$ cat config.mk
export PLATFORM = sky130hd
export DESIGN_NAME = adc_sample_conditioner
export DESIGN_NICKNAME = d
export VERILOG_FILES = /design/src/rtl/scope_pkg.sv /design/src/rtl/sample_decimator.sv /design/src/rtl/adc_sample_conditioner.sv
export SDC_FILE = /design/constraint.sdc
export NUM_CORES = 1
export LEC_CHECK = 0
export CAP_MARGIN = 25
export CORE_MARGIN = 4
export CORE_UTILIZATION = 55
export CTS_CLUSTER_DIAMETER = 200
export DETAILED_ROUTE_END_ITERATION = 10
export PLACE_DENSITY = 0.89
export SLEW_MARGIN = 30
export SYNTH_ARGS = -nofsm -noshare
export SYNTH_HDL_FRONTEND = slang
export SYNTH_HIERARCHICAL = 1
export SYNTH_SLANG_ARGS = --single-unit
$ cat constraint.sdc
create_clock -name CLK -period 4.35 [get_ports CLK]
set_input_delay 0.87 -clock CLK [delete_from_list [all_inputs] [get_ports CLK]]
set_output_delay 0.87 -clock CLK [all_outputs]
set_load 0.02 [all_outputs]
$ cat src/rtl/scope_pkg.sv
// Shared scope front-end types and constants; also used by voltage_scale and the display logic.
package scope_pkg;

    localparam int SAMPLE_W      = 12;
    localparam int MEAN_AVG_LOG2 = 8;
    localparam int DEC_W         = 3;
    localparam int DEC_CNT_W     = 7;

    typedef logic [SAMPLE_W-1:0] sample_t;

    // Terminal count of the decimation counter for a factor of 2^sel.
    function automatic logic [DEC_CNT_W-1:0] dec_mask(input logic [DEC_W-1:0] sel);
        return ~(7'h7f << sel);
    endfunction

endpackage

$ cat src/rtl/sample_decimator.sv
// Power-of-two decimator: raises KEEP on every 2^DEC_SEL-th valid sample and
// raises CLR for the single cycle in which a new DEC_SEL value is adopted.
module sample_decimator
    import scope_pkg::*;
(
    input  logic             CLK,
    input  logic             RST_N,
    input  logic             ADC_VALID,
    input  logic [DEC_W-1:0] DEC_SEL,
    output logic             KEEP,
    output logic             CLR
);

    logic [DEC_W-1:0]     dec_sel_q;
    logic [DEC_CNT_W-1:0] cnt;

    // The change cycle keeps nothing; the registered copy rules the keep test.
    assign CLR  = (dec_sel_q != DEC_SEL);
    assign KEEP = ADC_VALID && !CLR && (cnt == dec_mask(dec_sel_q));

    always_ff @(posedge CLK or negedge RST_N) begin
        if (!RST_N) begin
            dec_sel_q <= '0;
            cnt       <= '0;
        end else begin
            dec_sel_q <= DEC_SEL;
            if (CLR || KEEP) begin
                cnt <= '0;
            end else if (ADC_VALID) begin
                cnt <= cnt + 7'd1;
            end
        end
    end

endmodule

$ cat src/rtl/adc_sample_conditioner.sv
// ADC front end: decimates the raw stream, publishes kept samples, a block mean
// over 2^AVG_LOG2 kept samples, and rising trigger-level crossings.
module adc_sample_conditioner
    import scope_pkg::*;
#(
    parameter int DW       = SAMPLE_W,
    parameter int AVG_LOG2 = MEAN_AVG_LOG2
) (
    input  logic             CLK,
    input  logic             RST_N,
    input  logic             ADC_VALID,
    input  logic [DW-1:0]    ADC_DATA,
    input  logic [DEC_W-1:0] DEC_SEL,
    input  logic [DW-1:0]    TRIG,
    input  logic             TRIG_EN,
    output logic [DW-1:0]    DATA_OUT,
    output logic             DATA_VALID,
    output logic [DW-1:0]    MEAN,
    output logic             MEAN_VALID,
    output logic             TRIG_HIT
);

    localparam int ACC_W = DW + AVG_LOG2;

    logic                keep;
    logic                clr;
    logic [ACC_W-1:0]    acc;
    logic [ACC_W-1:0]    acc_sum;
    logic [AVG_LOG2-1:0] win_cnt;
    logic [DW-1:0]       prev;
    logic                prev_ok;

    sample_decimator u_decimator (
        .CLK       (CLK),
        .RST_N     (RST_N),
        .ADC_VALID (ADC_VALID),
        .DEC_SEL   (DEC_SEL),
        .KEEP      (keep),
        .CLR       (clr)
    );

    assign acc_sum = acc + ACC_W'(ADC_DATA);

    // Streaming outputs carry no ready: every DATA_VALID/MEAN_VALID pulse is
    // final and downstream must take it on the cycle it is high.
    always_ff @(posedge CLK or negedge RST_N) begin
        if (!RST_N) begin
            DATA_OUT   <= '0;
            DATA_VALID <= 1'b0;
            MEAN       <= '0;
            MEAN_VALID <= 1'b0;
            TRIG_HIT   <= 1'b0;
            acc        <= '0;
            win_cnt    <= '0;
            prev       <= '0;
            prev_ok    <= 1'b0;
        end else begin
            DATA_VALID <= 1'b0;
            MEAN_VALID <= 1'b0;
            TRIG_HIT   <= 1'b0;
            if (clr) begin
                acc     <= '0;
                win_cnt <= '0;
                prev_ok <= 1'b0;
            end else if (keep) begin
                DATA_OUT   <= ADC_DATA;
                DATA_VALID <= 1'b1;
                TRIG_HIT   <= TRIG_EN && prev_ok && (prev < TRIG) && (ADC_DATA >= TRIG);
                prev       <= ADC_DATA;
                prev_ok    <= 1'b1;
                win_cnt    <= win_cnt + AVG_LOG2'(1);
                // The completing sample is folded into the mean it closes.
                if (win_cnt == '1) begin
                    MEAN       <= acc_sum[ACC_W-1:AVG_LOG2];
                    MEAN_VALID <= 1'b1;
                    acc        <= '0;
                end else begin
                    acc <= acc_sum;
                end
            end
        end
    end

endmodule
==> impl_metrics.ini, run 1 <==
[yosys]
synthXorXnorAreaFrac_pct = 7.43
synth_fa_ha_area_share_pct = 12.1
yosys-top-cells-area = dfrtp_1 41%, ha_1 12%, nand2_1 6.0%
synth_top_cell_area_share_pct = 41.2
syn_inst = 421
synth_mux_area_share_pct = 1.44
synth_compound_area_share_pct = 18.3
synth_most_common_cell = dfrtp_1
synthesis.nets = 490
synth_seq_area_share_pct = 41.2
synth_async_sr_flop_share_pct = 100
avgSynthCellArea_um2 = 9.52
ys_top_cells_by_count = 66 x dfrtp_1, 64 x nand2_1, 37 x ha_1, 27 x o21ai_0, 24 x nor2_1
synth_area_leader_cell = dfrtp_1
synth.distinct_cells = 55
synthSimpleGateAreaFrac_pct = 15.7
ys_warn_count = 6
ys_ff_latch = 66
synth_edf_count = 0
synth_top_family_by_area = compound AO/OA/AOI/OAI gates
synthFlopType = dfrtp_1
syn_area_um2 = 4010

[drt]
wire_per_inst_um = 15.8
drtPass1Iterations = 4
drtIter0Drc = 154
via_count = 3321
drc_errors = 0
ant_nets = 0
via_per_inst = 5.68
wl_um = 9230

[sta]
hold-worst-slack_ps = 484
fmax_mhz = 286
finalCritPeriodShare_pct = 80.5
tightest_slew_ps = 829
slew_headroom_pct = 44.8
drv_slew = 0
setup_viol = 0
rsz0062_at_grt = no
setup_slack_ps = 850
timing_hold_violations_final = 0
tns_ps = 0
skew_ps = 7.55
fin_crit_ps = 3500

[pwr]
power_switching_share_pct = 25.6
power_switching_uw = 322
p_clk_share_pct = 40.4
vdd_ir_drop_max_mv = 0.147
p_leak_nw = 2.32
p_per_area_nw_per_um2 = 258
design_power_total_mw = 1.26
combPwrFrac_pct = 10.3
p_int_uw = 938
seq_power_share_pct = 49.3

[floorplan]
rows = 30
ios = 58
initial_utilization_pct = 57.7
die_area_um2 = 8720
die_y_um = 93.4
core_um2 = 6940
dieWidth_um = 93.4

[grt]
grt.overflow.total = 0
grtUsageTotal_pct = 22.8
grt_max_degree = 38
antenna_found_initial = 0
grt_pass1_wl_um = 15800
grt_pass1_vias = 3410

[final_layout]
antenna_cells = 0
fin_area_um2 = 4880
final_nets = 553
n_fill_cell = 504
drive_gt1_share_pct = 7.16
finalNonFillerCells = 585
final-seq-area_um2 = 1650
final_util_pct = 70.3
multiInputGateArea_um2 = 2210
syn_to_final_growth_pct = 21.8

[placed_design]
port_buffers = 57
dpl.cell_count = 569
place_congestion = 0.900
hpwlAfterDp_um = 6930
place_ws_ps = 513
place_area_um2 = 4680

[clock_tree]
cts_tree = built
clk_pin_slew_worst_paths_ps = 70
clk-insertion-delay-late_ps = 350
cts.sinks = 66
cts_resized = 0
clk_path_buf_depth = 2
clockRootBuffer = clkbuf_8
cts_setup_buffers = 0
cts-buffers-inserted = 9
cts-hold-fix-buffers = 0
cts_max_level = 3

[setup_path]
crit_chain = clkdlybuf4s50_1 -> o2111ai_1 -> nor4_4 -> and2_1 -> buf_4 -> nand2b_1 -> inv_1 -> buf_4 -> nand2_1 -> inv_1 -> mux2_2
crit_slowest_cell = clkdlybuf4s50_1
worstPathRequired_ps = 4580
crit_path_start_kind = primary input
critPathMaxStageDelay_ps = 610
arrival_ps = 3730
crit_family = buffers and inverters
cp_num_buf_inv = 5
crit_type = primary input to flip-flop
endpoint_kind = flip-flop
timing.reg2reg.setup_slack_ps = 1050
critPathMaxFanout = 18

[flow_run]
drv_cap = 0

[status]
outcome = completed

[worst_hold_path]
hold_path_class = flip-flop to flip-flop
[routing by layer]
| layer | track usage [%] | up-vias | wire, um |
|---|---|---|---|
| li1 | - | 1629 | - |
| met1 | 28.5 | 1584 | 3970 |
| met2 | 39.2 | 88 | 4660 |
| met3 | 3.70 | 20 | 391 |
| met4 | 9.40 | 0 | 206 |
| met5 | 0 | - | 0 |
[cell type report]
cell class	count	area share, %
Timing Repair Buffer	64	12.7
Tap cell	96	2.46
Clock inverter	7	1.41
Inverter	24	1.85
Multi-Input combinational cell	319	45.2
Sequential cell	66	33.8
Clock buffer	9	2.54
[kinds of logic (layout without fill, tap and decap cells)]
logic type / after synthesis / count (layout)
xor+xnor: 34 / 34
flops: 66 / 66
compound gates: 108 / 108
simple gates: 134 / 134
buf+inv: 36 / 104
fa+ha+maj: 38 / 38
mux: 5 / 5
[power groups by stage]
stage                     Combinational [mW]  Clock [mW]  Sequential (mW)
final                                  0.130       0.509            0.622
after detailed placement               0.129           0            0.633
after floorplan                       0.0676           0            0.631
after global routing                   0.145       0.542            0.622
after global placement                 0.122           0            0.633
after CTS                              0.130       0.512            0.622
[sequential cells by signal (all words and copies together), names as in the netlist]
register	cells
prev_ok	1
u_decimator/cnt	7
MEAN	12
u_decimator/dec_sel_q	3
acc	20
win_cnt	8
prev	12
DATA_VALID	1
TRIG_HIT	1
MEAN_VALID	1
[worst reg2reg max path, stage by stage, from the launching register on]
cell	delay [ps]
dfrtp_1	570
nor3b_1	230
a21o_1	100
a32oi_1	140
nor4_4	440
and2_1	190
buf_4	180
nand2b_1	100
inv_1	60
buf_4	200
nand2_1	320
inv_1	270
mux2_2	360
[placed cells by master, fill, tap and decap left out, types with 7 or more instances in the layout]
cell type	netlist	routed
buf_4	0	7
a21oi_1	21	21
ha_1	37	37
nand2_1	64	64
a22o_1	9	9
dfrtp_1	66	66
nand4_1	7	7
nor2_1	24	24
nor3_1	9	9
a21o_1	13	13
xor2_1	17	17
inv_1	23	23
xnor2_1	17	17
clkdlybuf4s50_1	0	56
o21ai_0	27	27
clkbuf_8	0	9
nand3_1	8	8
[final timing paths]
check / from / to / cells after the start
max: ADC_VALID / MEAN[2] / 11
min: MEAN[6] / MEAN[6] / 2
max reg2reg: u_decimator/dec_sel_q[1] / MEAN[2] / 12
min reg2reg: MEAN[6] / MEAN[6] / 2
max in group asynchronous: RST_N / MEAN[8] / 2
min in group asynchronous: RST_N / prev[9] / 1
Note: power is estimated with default switching activity, not from simulation.
==> run 2, diff against run 1 <==
- CORE_UTILIZATION: 55 -> 50
- PLACE_DENSITY: 0.89 -> 0.85
- clock period: 4.35 -> 2.8 ns (I/O delays scaled with it)
==> run 2 against run 1 <==
Effect of this change:
- sequential cell count is the same
- clock power grew 96%
- global-route usage shrank 2.3 points
- clock-buffer cell count grew 1
- hold slack lost 210 ps
- routed wire length grew 1.6%
- critical path depth shrank 1
- combinational power grew 64%
- final area grew 4.6%
- register-to-register slack lost 820 ps
- critical path type unchanged
- largest cell class unchanged
==> impl_metrics.ini, run 2 (same netlist as run 1, synthesis figures left out) <==
[status]
outcome = completed

[setup_path]
crit_path_start_kind = primary input
critPathMaxFanout = 4
arrival_ps = 2880
crit_chain = clkdlybuf4s50_1 -> ha_1 -> inv_1 -> fa_1 -> nor2b_1 -> o31ai_1 -> a31oi_1 -> a21oi_1 -> xnor2_1 -> mux2_2
rr_worst_depth = 9
crit_type = primary input to flip-flop
endpoint_kind = flip-flop
path_depth = 10
cp_num_buf_inv = 2
crit_slowest_cell = o31ai_1
worstPathRequired_ps = 3030
crit_family = compound AO/OA/AOI/OAI gates
critPathMaxStageDelay_ps = 510

[drt]
drtIter0Drc = 140
drc_errors = 0
ant_nets = 0
drtPass1Iterations = 4
wire_per_inst_um = 15.3
wl_um = 9370
via_per_inst = 5.64
via_count = 3449

[sta]
fmax_mhz = 376
skew_ps = 8.57
tightest_slew_ps = 737
timing_hold_violations_final = 0
slew_headroom_pct = 50.9
drv_slew = 0
hold-worst-slack_ps = 273
tns_ps = 0
setup_viol = 0
setup_slack_ps = 141
rsz0062_at_grt = no
finalCritPeriodShare_pct = 95.0
fin_crit_ps = 2660

[final_layout]
finalNonFillerCells = 611
final_nets = 573
largest_register = acc
drive_gt1_share_pct = 10.8
antenna_cells = 0
final_common_cell = dfrtp_1
reg_top3 = acc (20), MEAN (12), prev (12)
syn_to_final_growth_pct = 27.4
largest_reg_flops = 20
final_util_pct = 65.7
final_cell_mix = 65 x dfrtp_1, 64 x nand2_1, 56 x clkdlybuf4s50_1, 37 x ha_1, 27 x o21ai_0

[floorplan]
rows = 32
die_y_um = 97.5
dieWidth_um = 97.5
initial_utilization_pct = 51.6
ios = 58
core_um2 = 7770
die_area_um2 = 9510

[pwr]
vdd_ir_drop_max_mv = 0.213
p_leak_nw = 2.45
p_per_area_nw_per_um2 = 427

[grt]
grt_max_degree = 38
grt_pass1_vias = 3495
grtUsageTotal_pct = 20.5
grt.overflow.total = 0
antenna_found_initial = 0
grt_pass1_wl_um = 16200

[clock_tree]
cts-hold-fix-buffers = 0
cts-buffers-inserted = 9
clk_path_buf_depth = 2
cts_setup_buffers = 0
cts.sinks = 66
cts_resized = 0
cts_max_level = 3
cts_tree = built
clk-insertion-delay-late_ps = 340
clockRootBuffer = clkbuf_8
clk_pin_slew_worst_paths_ps = 70

[worst_hold_path]
hold_path_class = primary input to asynchronous set/reset pin

[placed_design]
port_buffers = 57
place_ws_ps = -177
place_congestion = 0.849
dpl.cell_count = 595
hpwlAfterDp_um = 6960

[flow_run]
drv_cap = 0
==> run 2: final timing paths <==
kind | startpoint | end | slack [ps]
max in group asynchronous | RST_N | u_decimator/dec_sel_q[1] | 1870
worst max register to register | u_decimator/dec_sel_q[2] | win_cnt[5] | 230
worst min-delay path | RST_N | DATA_VALID | 270
worst max-delay path | ADC_DATA[0] | MEAN[2] | 140
min in group CLK | MEAN[7] | MEAN[7] | 490
worst min register to register | MEAN[7] | MEAN[7] | 490
==> run 2: final cells by class <==
cell class                 count  area, um^2
inverter                      24        90.1
tap                          102         128
sequential                    66        1650
multi-input combinational    319        2200
timing repair buffer          84         781
fill                         592        2660
clock inverter                 6         113
clock buffer                  10         138
==> run 2: where the power goes <==
part	internal [mW]	switching, mW	total [mW]
registers	0.957	0.00939	0.966
logic	0.102	0.111	0.213
clock network	0.619	0.383	1.00
total	1.68	0.503	2.18
==> run 2: layer usage <==
| metal | part of all wire, % | track usage [%] | up-vias | wire length [um] |
|---|---|---|---|---|
| met5 | 0 | 0 | - | 0 |
| met2 | 52 | 36.1 | 82 | 4830 |
| met4 | 2.4 | 8.84 | 0 | 226 |
| met3 | 3.6 | 2.94 | 23 | 338 |
| met1 | 42 | 25.0 | 1684 | 3980 |
| li1 | - | - | 1660 | - |
==> run 2: per-stage QoR <==
stage / cell area [um^2] / power (mW)
after floorplan: 4010 / 1.09
after global placement: 4850 / 1.19
after detailed placement: 4850 / 1.19
after CTS: 5100 / 2.19
after global routing: 5100 / 2.26
final: 5100 / 2.18
